### config.mk
export PLATFORM = sky130hd
export DESIGN_NAME = mips_execute_mul_div_flat
export DESIGN_NICKNAME = d
export VERILOG_FILES = /design/src/rtl/mips_execute_mul_div_if.sv /design/src/rtl/mips_execute_mul_div.sv /design/src/flat_wrapper.sv
export SDC_FILE = /design/constraint.sdc
export NUM_CORES = 1
export LEC_CHECK = 0
export CORE_ASPECT_RATIO = 1.4
export CORE_MARGIN = 2
export CORE_UTILIZATION = 40
export CTS_CLUSTER_SIZE = 14
export DETAILED_ROUTE_END_ITERATION = 6
export GPL_TIMING_DRIVEN = 1
export PLACE_DENSITY = 0.54
export SLEW_MARGIN = 20
export SYNTH_ARGS = -nofsm -noshare
export SYNTH_HDL_FRONTEND = slang
export SYNTH_SLANG_ARGS = --single-unit
### constraint.sdc
create_clock -name clock -period 22.8 [get_ports clock]
set_input_delay 4.56 -clock clock [delete_from_list [all_inputs] [get_ports clock]]
set_output_delay 4.56 -clock clock [all_outputs]
set_load 0.02 [all_outputs]
### src/rtl/mips_execute_mul_div_if.sv
// Bus bundle between the EX-stage issue logic and the multiply/divide unit.
// The master drives the decoded instruction and operands. The slave returns
// the HI/LO state, the MFHI/MFLO result and the stall request.
interface mips_execute_mul_div_if #(
  parameter int WIDTH = 32
);
  logic             valid;
  logic             mulDiv;
  logic             hilo;
  logic [5:0]       func;
  logic [WIDTH-1:0] a;
  logic [WIDTH-1:0] b;
  logic [WIDTH-1:0] result;
  logic             stall;
  logic             busy;
  logic [WIDTH-1:0] hi;
  logic [WIDTH-1:0] lo;

  modport master (
    output valid, mulDiv, hilo, func, a, b,
    input  result, stall, busy, hi, lo
  );

  modport slave (
    input  valid, mulDiv, hilo, func, a, b,
    output result, stall, busy, hi, lo
  );
endinterface

### src/rtl/mips_execute_mul_div.sv
// Iterative MIPS multiply/divide unit.
// The unit owns the HI/LO registers and serves MFHI/MFLO/MTHI/MTLO.
// MULT/MULTU use shift-add and DIV/DIVU use restoring division. Both work on
// operand magnitudes, produce one bit per cycle, and spend one extra cycle
// applying the sign correction.
module mips_execute_mul_div #(
  parameter int WIDTH = 32
) (
  input logic                   clock,
  input logic                   reset,
  mips_execute_mul_div_if.slave bus
);

  localparam int CW = $clog2(WIDTH);
  localparam logic [CW-1:0] LAST = CW'(WIDTH - 1);

  typedef enum logic [1:0] {IDLE, MUL, DIV, FIX} state_t;

  state_t             r_state;
  logic               r_busy;
  logic [WIDTH-1:0]   r_hi;
  logic [WIDTH-1:0]   r_lo;
  logic [CW-1:0]      r_cnt;
  logic               r_isDiv;
  logic               r_negRes;
  logic               r_negRem;
  logic [2*WIDTH-1:0] r_prod;
  logic [2*WIDTH-1:0] r_mcand;
  logic [WIDTH-1:0]   r_mplier;
  logic [WIDTH-1:0]   r_rem;
  logic [WIDTH-1:0]   r_quo;
  logic [WIDTH-1:0]   r_divisor;

  logic               w_accept;
  logic               w_signed;
  logic               w_doMul;
  logic               w_doDiv;
  logic               w_mthi;
  logic               w_mtlo;
  logic               w_mfhi;
  logic               w_mflo;
  logic [WIDTH-1:0]   w_aMag;
  logic [WIDTH-1:0]   w_bMag;
  logic [WIDTH:0]     w_shifted;
  logic [WIDTH:0]     w_diff;
  logic               w_geq;
  logic [2*WIDTH-1:0] w_prodFix;
  logic [WIDTH-1:0]   w_quoFix;
  logic [WIDTH-1:0]   w_remFix;

  // Any HI/LO-touching instruction waits while an operation is in flight.
  assign bus.stall = bus.valid & (bus.mulDiv | bus.hilo) & r_busy;
  assign w_accept  = bus.valid & ~bus.stall;

  // The 011??? codes with bit 2 set are not MIPS multiply/divide ops, so they are ignored.
  assign w_signed = ~bus.func[0];
  assign w_doMul  = w_accept & bus.mulDiv & (bus.func[5:2] == 4'b0110) & ~bus.func[1];
  assign w_doDiv  = w_accept & bus.mulDiv & (bus.func[5:2] == 4'b0110) &  bus.func[1];
  assign w_mthi   = w_accept & bus.hilo & (bus.func == 6'b010001);
  assign w_mtlo   = w_accept & bus.hilo & (bus.func == 6'b010011);
  assign w_mfhi   = bus.hilo & (bus.func == 6'b010000);
  assign w_mflo   = bus.hilo & (bus.func == 6'b010010);

  // Magnitudes feed the shared unsigned datapath. Unsigned ops are never negated.
  assign w_aMag = (w_signed & bus.a[WIDTH-1]) ? -bus.a : bus.a;
  assign w_bMag = (w_signed & bus.b[WIDTH-1]) ? -bus.b : bus.b;

  // One restoring-division step: bring in the next dividend bit and try to subtract.
  // A zero divisor always "fits", which gives the all-ones quotient and rem = dividend.
  assign w_shifted = {r_rem, r_quo[WIDTH-1]};
  assign w_diff    = w_shifted - {1'b0, r_divisor};
  assign w_geq     = (w_shifted >= {1'b0, r_divisor});

  // Sign correction. The remainder follows the dividend and the quotient follows the sign XOR.
  assign w_prodFix = r_negRes ? -r_prod : r_prod;
  assign w_quoFix  = r_negRes ? -r_quo  : r_quo;
  assign w_remFix  = r_negRem ? -r_rem  : r_rem;

  assign bus.result = w_mfhi ? r_hi : (w_mflo ? r_lo : '0);
  assign bus.busy   = r_busy;
  assign bus.hi     = r_hi;
  assign bus.lo     = r_lo;

  // Control FSM plus datapath. It owns HI/LO and runs one iteration per cycle.
  always_ff @(posedge clock or posedge reset) begin
    if (reset) begin
      r_state   <= IDLE;
      r_busy    <= 1'b0;
      r_hi      <= '0;
      r_lo      <= '0;
      r_cnt     <= '0;
      r_isDiv   <= 1'b0;
      r_negRes  <= 1'b0;
      r_negRem  <= 1'b0;
      r_prod    <= '0;
      r_mcand   <= '0;
      r_mplier  <= '0;
      r_rem     <= '0;
      r_quo     <= '0;
      r_divisor <= '0;
    end else begin
      case (r_state)
        IDLE: begin
          if (w_mthi) r_hi <= bus.a;
          if (w_mtlo) r_lo <= bus.a;
          if (w_doMul | w_doDiv) begin
            r_busy    <= 1'b1;
            r_cnt     <= '0;
            r_isDiv   <= w_doDiv;
            r_negRes  <= w_signed & (bus.a[WIDTH-1] ^ bus.b[WIDTH-1]);
            r_negRem  <= w_signed & bus.a[WIDTH-1];
            r_mcand   <= {{WIDTH{1'b0}}, w_aMag};
            r_mplier  <= w_bMag;
            r_prod    <= '0;
            r_rem     <= '0;
            r_quo     <= w_aMag;
            r_divisor <= w_bMag;
            r_state   <= w_doMul ? MUL : DIV;
          end
        end
        MUL: begin
          if (r_mplier[0]) r_prod <= r_prod + r_mcand;
          r_mcand  <= r_mcand << 1;
          r_mplier <= r_mplier >> 1;
          r_cnt    <= r_cnt + CW'(1);
          if (r_cnt == LAST) r_state <= FIX;
        end
        DIV: begin
          r_rem <= w_geq ? w_diff[WIDTH-1:0] : w_shifted[WIDTH-1:0];
          r_quo <= {r_quo[WIDTH-2:0], w_geq};
          r_cnt <= r_cnt + CW'(1);
          if (r_cnt == LAST) r_state <= FIX;
        end
        FIX: begin
          if (r_isDiv) begin
            r_hi <= w_remFix;
            r_lo <= w_quoFix;
          end else begin
            r_hi <= w_prodFix[2*WIDTH-1:WIDTH];
            r_lo <= w_prodFix[WIDTH-1:0];
          end
          r_busy  <= 1'b0;
          r_state <= IDLE;
        end
        default: r_state <= IDLE;
      endcase
    end
  end

endmodule

### src/flat_wrapper.sv
// flat-port wrapper written by rule: the top's interface ports become plain ports
module mips_execute_mul_div_flat 
#(
  parameter int WIDTH = 32
)
  (clock, reset, bus_valid, bus_mulDiv, bus_hilo, bus_func, bus_a, bus_b, bus_result, bus_stall, bus_busy, bus_hi, bus_lo);
  mips_execute_mul_div_if #(.WIDTH(WIDTH)) bus_i ();
  input logic clock;
  input logic reset;
  input wire logic [$bits(bus_i.valid)-1:0] bus_valid;
  input wire logic [$bits(bus_i.mulDiv)-1:0] bus_mulDiv;
  input wire logic [$bits(bus_i.hilo)-1:0] bus_hilo;
  input wire logic [$bits(bus_i.func)-1:0] bus_func;
  input wire logic [$bits(bus_i.a)-1:0] bus_a;
  input wire logic [$bits(bus_i.b)-1:0] bus_b;
  output wire logic [$bits(bus_i.result)-1:0] bus_result;
  output wire logic [$bits(bus_i.stall)-1:0] bus_stall;
  output wire logic [$bits(bus_i.busy)-1:0] bus_busy;
  output wire logic [$bits(bus_i.hi)-1:0] bus_hi;
  output wire logic [$bits(bus_i.lo)-1:0] bus_lo;
  assign bus_i.valid = bus_valid;
  assign bus_i.mulDiv = bus_mulDiv;
  assign bus_i.hilo = bus_hilo;
  assign bus_i.func = bus_func;
  assign bus_i.a = bus_a;
  assign bus_i.b = bus_b;
  assign bus_result = bus_i.result;
  assign bus_stall = bus_i.stall;
  assign bus_busy = bus_i.busy;
  assign bus_hi = bus_i.hi;
  assign bus_lo = bus_i.lo;
  mips_execute_mul_div #(.WIDTH(WIDTH)) u_core (.clock(clock), .reset(reset), .bus(bus_i));
endmodule
**Yosys cells after proc, flatten, opt, wreduce, memory -nomap -nowiden**

Cells that the tools add are included.

- Add/subtract/negate cells: 8
- Multiply operators: 0
- Div/mod/pow operators: 0
- Order comparisons: 1
- Eq/ne operators: 14
- Shift operators: 0
- Multiplexer cells: 33
- Bitwise gates (word level): 21
- Reduce and logical (&&, ||, !) cells: 15

Operators with widths:

| operator | number |
|---|---|
| 32-bit 2-to-1 mux | 14 |
| 32-bit case mux with 2 select lines | 5 |
| 64-bit 2-to-1 mux | 4 |
| 64-bit case mux with 2 select lines | 2 |
| 32-bit negation | 4 |
| 64-bit adder | 1 |
| 64-bit negation | 1 |
| 33-bit by 32-bit greater-or-equal comparator with 1-bit output | 1 |
| 32-bit subtractor | 1 |
| 6-bit by 5-bit == test with 1-bit output, second input constant | 4 |
| 2-bit AND reduction | 8 |
| 1-bit bitwise AND | 15 |
| 2-bit by 1-bit inequality test with 1-bit output, second input constant | 5 |
| 5-bit case mux with 2 select lines | 1 |
| 2-bit nonzero test | 4 |
| 2-bit 2-to-1 mux | 3 |
| 2-bit case mux with 3 select lines | 1 |
| 5-bit by 1-bit adder with 5-bit output, second input constant | 1 |
| 5-bit == test, second input constant | 1 |
| 5-bit 2-to-1 mux | 1 |
| 2-bit == test, second input constant | 2 |
| 4-bit by 3-bit == test with 1-bit output, second input constant | 1 |
| 1-bit NOT | 3 |
| 3-bit AND reduction | 1 |
| 7 further kinds | 8 |

- Bits in registers: 331
- Bits in latches: 0
- RAM bits: 0
- Memory bits (read-only): 0
- Input bits: 75
- Output and inout bits: 98
- Word-level logic and storage cells: 106
- Memories kept: 0

**Logic depth before layout (Yosys ltp)**

Gate-level depths: netlist (run 1).

- Depth after elaboration: 11
- Mapped depth: 16
- Depth with buffers taken out: 15

**Worst setup path after synthesis (run 1)**

Ideal clock, no wire load.

- Path kind: in2out
- From: input port bus_func[5]
- To: output port bus_result[10]
- Data arrival time: 5.834 ns
- Required time: 18.240 ns
- Slack: 12.406 ns
- Stages on the path: 6
- Buffers on the path: 2
- Cell sequence: nor3b_1 > nand3b_1 > or2_2 > clkbuf_1 > clkbuf_1 > nor2_1

- Cells in the longest elaborated chain, start to end: 4
- Elaborated cells on any way between the ends: 6

RTL lines:

| item | RTL line | text |
|---|---|---|
| start, declared | flat_wrapper.sv:13 | `input wire logic [$bits(bus_i.func)-1:0] bus_func;` |
| 6-bit by 5-bit == test with 1-bit output | mips_execute_mul_div.sv:62 | `assign w_mflo = bus.hilo & (bus.func == 6'b010010);` |
| 1-bit bitwise AND | mips_execute_mul_div.sv:62 |  |
| 32-bit 2-to-1 mux | mips_execute_mul_div.sv:79 | `assign bus.result = w_mfhi ? r_hi : (w_mflo ? r_lo : '0);` |
| 32-bit 2-to-1 mux * | mips_execute_mul_div.sv:79 |  |
| end, declared | flat_wrapper.sv:16 | `output wire logic [$bits(bus_i.result)-1:0] bus_result;` |

Every way passes the cells marked *; elsewhere a longest branch is shown, timed or not.

**Worst setup path after layout (run 1)**

- From: input port bus_func[4]
- To: output port bus_result[13]

The elaborated chain is that of the path after synthesis.

==> out/qor.txt, run 1 <==
Outcome -> finished clean
First drt pass iteration count -> 5
Final instance area -> 27,520 um^2
Syn nets -> 3,043
Number of global-route vias before repair -> 21,532
Final setup fails -> 0
LEAKAGE -> 11.90 nW
CTS H-tree depth -> 2
RSZ-0062 raised after global routing -> false
Crit-path cells -> clkdlybuf4s50_1 -> nor3b_1 -> nand3b_1 -> or2_2 -> nor2_1 -> clkdlybuf4s50_1
Core box area -> 59,420 um^2
Largest net degree at the start of global routing -> 120
XOR/XNOR share of the synthesized area -> 9.666%
Top FF cell, synth -> dfrtp_1
Worst path arrival time -> 6.94 ns
Row Count -> 106
Final Cycle Share -> 50.44%
Gp weighted congestion -> 0.9478
Maximum vdd drop -> 0.06874 mV
Worst setup EP type -> primary output
Normalized max-slew margin -> 27.62%
CP Buf/Inv Count -> 2
Initial core utilization -> 40.26%
Die width -> 210.7 um
Pre-CTS WS -> 11.28 ns
CP top delay family -> simple AND/OR/NAND/NOR gates
Synth cell types -> 79
Iter 0 DRT Violations -> 1,274
Ys async rst share -> 100.0%
Worst path max stage delay -> 0.63 ns
Synth Area in Compound Gates -> 24.57%
Vias -> 21,557
Synth-to-layout area growth -> 15.03%
Clk Latency, worst-skew pair -> 0.57 ns
Period minus WS final -> 11.50 ns
Required time worst endpoint -> 18.24 ns
Die ar. -> 61,800 um^2
CP Launch Point -> bus_func[4]
Setup Crit Path Kind -> input port to primary output
Chip height -> 293.4 um
Slew Limit Fails -> 0
Cell Area, Synth -> 23,920 um^2
PortBufs -> 172
Placed cell count -> 3,650
PnR worst setup slack -> 11.30 ns
Final Non-Filler Cells -> 3,721
DRC -> 0
Actual transition at the worst max-transition pin -> 1.076 ns
Clock transition at the registers of the reported paths -> 0.06 ns
Pwr Density -> 136.8 nW/um^2
Clock buffer depth -> 3
Achievable Freq -> 0.08695 GHz
Largest family of logic cells by synthesized area -> compound AO/OA/AOI/OAI gates
Number of routed nets with antenna violations -> 0
Hold buffers post-CTS -> 0
Worst Path Max Fanout -> 32
Hold Crit Start -> u_core.r_divisor[23]
Post-CTS sizing -> 0
DP Wirelength -> 65.60 mm
Reg2reg start -> u_core.r_prod[4]
Final Hold Viols -> 0
Layout cells sized above 1 -> 4.426%
First-pass GRT wire length -> 128.9 mm
Synth Area in Simple Gates -> 16.22%
Critical-path top delay cell -> clkdlybuf4s50_1
Register area share after synthesis -> 34.63%
Avg Synthesized Cell Area -> 8.364 um^2
Post-Synth Adder-Cell Area -> 5.712%
Grt total ovfl -> 0
Vias per inst -> 5.793
Gate Count Post-Synth -> 2,860
Multiplexer area fraction after synthesis -> 5.314%
EDFF count, synth -> 0
Clock Sinks -> 331
Max-Cap Viols -> 0
IO Count -> 173
CTS tree -> yes
Clk root buf -> clkbuf_16
Gr usage total -> 27.33%
Final Skew -> 0.02030 ns
Yosys reg bits -> 331
Total negative slack -> 0 ns
Most used cell, CP -> clkdlybuf4s50_1
Placed cell areas -> 26,260 um^2
WL/cell -> 22.87 um
Initial antenna violation count -> 5
Min-Delay Path Class -> flop to flop
Synthesis Warnings -> 0
Total CTS buffers -> 39
Nets -> 3,118
# Post-CTS Setup Buffers -> 0
Final wirelength -> 85.10 mm
Startpoint types -> input port
-- power by group --
group	total [mW]	internal, mW	leakage [nW]	switching [mW]
Sequential	1.09	0.803	4.14	0.287
Clock	0.631	0.369	0.619	0.262
Combinational	2.04	0.822	7.15	1.22
-- logic make-up (layout without fill, tap and decap cells) --
logic type	after synthesis	after routing
adder cells (fa/ha/maj)	108	108
AND/OR/NAND/NOR	869	869
flip-flops	331	331
AO/OA/AOI/OAI	919	919
buffers and inverters	244	344
XOR/XNOR	264	264
other	0	5
multiplexers	125	125
-- routing by layer --
| layer | up-vias | global-route usage [%] | part of all wire [%] |
|---|---|---|---|
| li1 | 10421 | - | - |
| met1 | 10452 | 29.18 | 38 |
| met2 | 499 | 51.24 | 53 |
| met3 | 185 | 3.164 | 3.3 |
| met4 | 0 | 16.32 | 6.5 |
| met5 | - | 0 | 0 |
-- final cells by class --
| class | instances | area, um^2 |
|---|---|---|
| Fill cell | 5892 | 31900 |
| Multi-Input combinational cell | 2285 | 14800 |
| Sequential cell | 331 | 8288 |
| Timing Repair Buffer | 198 | 1916 |
| Clock buffer | 56 | 1142 |
| Tap cell | 756 | 945.9 |
| Inverter | 80 | 309.0 |
| Clock inverter | 10 | 100.1 |
| Antenna cell | 5 | 12.51 |
-- cell usage after synthesis, types with 19 or more instances --
cell type	instances	area share (%)
nor3_1	29	0.61
nand2b_1	28	0.73
o21ai_0	238	5.0
nand4_1	23	0.60
xnor2_1	148	5.4
ha_1	106	5.5
nand2_1	374	5.9
o211ai_1	65	2.0
dfrtp_1	331	35
a21oi_1	220	4.6
a21o_1	89	2.8
inv_1	77	1.2
a31oi_1	74	1.9
mux2i_1	118	4.9
nor2_1	256	4.0
nand3_1	27	0.56
and3_1	21	0.55
o41ai_1	21	0.77
clkbuf_1	141	2.2
nor2b_1	19	0.50
o31ai_1	53	1.7
xor2_1	116	4.2
a22o_1	34	1.2
-- worst reg2reg max path: cells and delay by family (launching register included) --
family          cells  cell delay (ns)
fa+ha+maj           1             0.37
simple gates        1             0.08
compound gates     10             3.59
flops               1             0.46
-- placed cells by master (no fill, tap or decap), types with 51 or more instances in the layout --
cell / instances
o31ai_1: 51
mux2i_1: 118
xor2_1: 116
a21oi_1: 219
o21ai_0: 236
clkdlybuf4s50_1: 171
nor2_1: 256
a31oi_1: 74
ha_1: 105
xnor2_1: 148
nand2_1: 374
a21o_1: 89
dfrtp_1: 329
o211ai_1: 65
inv_1: 76
-- stage by stage --
step | total power [mW] | utilization, % | hold slack (ns)
3_5_place_dp | 3.138 | 44.19 | 0.4616
3_3_place_gp | 3.104 | 44.19 | 0.4557
4_1_cts | 3.782 | 46.28 | 0.4742
2_1_floorplan | 2.462 | - | 0.4409
5_1_grt | 4.037 | 46.31 | 0.4901
6_report | 3.764 | 46.31 | 0.4763
-- registers in the layout (all words and copies together) (netlist names), 5 cells and up --
name	flops
u_core.bus.hi	32
u_core.bus.lo	32
u_core.r_cnt	5
u_core.r_divisor	32
u_core.r_mcand	64
u_core.r_mplier	32
u_core.r_prod	64
u_core.r_quo	32
u_core.r_rem	32
-- worst paths after layout --
kind                                         to  slack, ns  depth (start not counted)
max                              bus_result[13]      11.30                          6
min                        u_core.r_divisor[23]       0.48                          2
max reg2reg                   u_core.r_prod[63]      18.16                         12
min reg2reg                u_core.r_divisor[23]       0.48                          2
max in group asynchronous   u_core.r_mplier[19]      16.07                          4
min in group asynchronous     u_core.bus.lo[17]       4.58                          2
No activity file was read; power rests on OpenSTA's default activity.
==> inputs of run 2 (changes only) <==
PLACE_DENSITY = 0.56   (was 0.54)
clock period = 10.45 ns   (was 22.8 ns; I/O delays follow)
==> out/qor.txt, run 2 (synthesis gave the netlist of run 1 again) <==
Outcome -> finished clean
Achievable Freq -> 0.1526 GHz
Final Skew -> 0.01631 ns
Iter 0 DRT Violations -> 1,319
Core box area -> 59,420 um^2
Net Switching -> 3.862 mW
Initial core utilization -> 40.26%
WL/cell -> 22.50 um
Min-Delay Path Class -> flop to flop
Most frequent cells in the layout -> 374 x nand2_1, 329 x dfrtp_1, 256 x nor2_1
Total CTS buffers -> 40
Slew Limit Fails -> 0
Clock Power Share -> 17.7%
Final Hold Viols -> 0
Worst path max stage delay -> 0.63 ns
Nets -> 3,118
DP Wirelength -> 64.45 mm
Total negative slack -> 0 ns
Final instance area -> 27,630 um^2
Die ar. -> 61,800 um^2
Final setup fails -> 0
Worst setup EP type -> primary output
Clock transition at the registers of the reported paths -> 0.06 ns
Startpoint types -> input port
Synth-to-layout area growth -> 15.48%
Row Count -> 106
First-pass GRT wire length -> 127.8 mm
Reg power frac -> 28.4%
Clock Sinks -> 331
PortBufs -> 172
Gp weighted congestion -> 0.9333
Die width -> 210.7 um
Most used cell, CP -> clkdlybuf4s50_1
Total Power -> 8.294 mW
Switching portion of total power -> 46.56%
CTS H-tree depth -> 2
Period minus WS final -> 6.552 ns
Largest net degree at the start of global routing -> 158
CP Launch Point -> bus_func[4]
Internal power -> 4.432 mW
Clk root buf -> clkbuf_16
Placed cell count -> 3,649
Post-CTS sizing -> 0
RSZ-0062 raised after global routing -> false
Gr usage total -> 26.87%
DRC -> 0
Critical-path top delay cell -> clkdlybuf4s50_1
Pwr Density -> 300.2 nW/um^2
Maximum vdd drop -> 0.1391 mV
Number of routed nets with antenna violations -> 0
CP top delay family -> simple AND/OR/NAND/NOR gates
Biggest regs -> u_core.r_mcand (64), u_core.r_prod (64)
Hold Crit Start -> u_core.r_mplier[6]
Commonest non-fill, non-tap cell in the layout -> nand2_1
Layout cells sized above 1 -> 4.621%
Logic pwr share -> 53.9%
Reg2reg start -> u_core.r_state[0]
First drt pass iteration count -> 5
CTS tree -> yes
Final Cycle Share -> 62.70%
Initial antenna violation count -> 3
Finished Core Util -> 46.49%
Final Non-Filler Cells -> 3,723
Clock buffer depth -> 3
Vias -> 21,690
CP Buf/Inv Count -> 2
Setup Crit Path Kind -> input port to primary output
Crit-path cells -> clkdlybuf4s50_1 -> nor3b_1 -> nand3b_1 -> or2_2 -> nor2_1 -> clkdlybuf4s50_1
Max-Cap Viols -> 0
IO Count -> 173
Normalized max-slew margin -> 28.16%
Hold buffers post-CTS -> 0
Clk Latency, worst-skew pair -> 0.57 ns
Actual transition at the worst max-transition pin -> 1.075 ns
Required time worst endpoint -> 8.36 ns
Chip height -> 293.4 um
LEAKAGE -> 11.94 nW
Worst Path Max Fanout -> 32
Worst path arrival time -> 4.46 ns
Filler cells -> 5,915
Vias per inst -> 5.826
Number of global-route vias before repair -> 21,683
Final wirelength -> 83.77 mm
# Post-CTS Setup Buffers -> 0
Grt total ovfl -> 0
Placed cell areas -> 26,260 um^2
==> run 2: final cells by class <==
cell class	count	area (um^2)	share of cell area, %
Inverter	80	305.3	1.105
Timing Repair Buffer	197	1917	6.939
Multi-Input combinational cell	2285	14810	53.61
Antenna cell	2	5.005	0.01812
Sequential cell	331	8288	30.00
Clock buffer	55	1129	4.085
Tap cell	756	945.9	3.424
Clock inverter	17	226.5	0.8198
==> run 2: stage by stage <==
stage          worst slack (ns)  hold slack (ns)
6_report                  3.898           0.4749
3_5_place_dp              3.696           0.4617
4_1_cts                   3.912           0.4774
3_3_place_gp              3.800           0.4573
2_1_floorplan             3.939           0.4409
5_1_grt                   3.760           0.4942
==> run 2: routing by layer <==
| metal | global-route usage [%] | up-vias | wire length [um] |
|---|---|---|---|
| li1 | - | 10420 | - |
| met1 | 28.72 | 10465 | 31050 |
| met2 | 49.09 | 584 | 43060 |
| met3 | 3.089 | 221 | 2960 |
| met4 | 18.79 | 0 | 6697 |
| met5 | 0 | - | 0 |
==> run 2: worst paths after layout <==
path / slack [ns] / end / cells past startpoint
max: 3.90 / bus_result[17] / 6
min: 0.47 / u_core.r_mplier[6] / 1
max reg2reg: 5.44 / u_core.r_prod[62] / 14
min reg2reg: 0.47 / u_core.r_mplier[6] / 1
max in group asynchronous: 6.96 / u_core.r_isDiv / 3
min in group asynchronous: 2.04 / u_core.bus.lo[0] / 2
==> run 2: power by group through the flow <==
| stage | Combinational, mW | Sequential (mW) | Clock [mW] |
|---|---|---|---|
| 3_5_place_dp | 4.45 | 2.37 | 0 |
| 4_1_cts | 4.46 | 2.35 | 1.51 |
| 2_1_floorplan | 3.09 | 2.28 | 0 |
| 3_3_place_gp | 4.37 | 2.35 | 0 |
| 6_report | 4.47 | 2.35 | 1.47 |
| 5_1_grt | 4.91 | 2.42 | 1.55 |
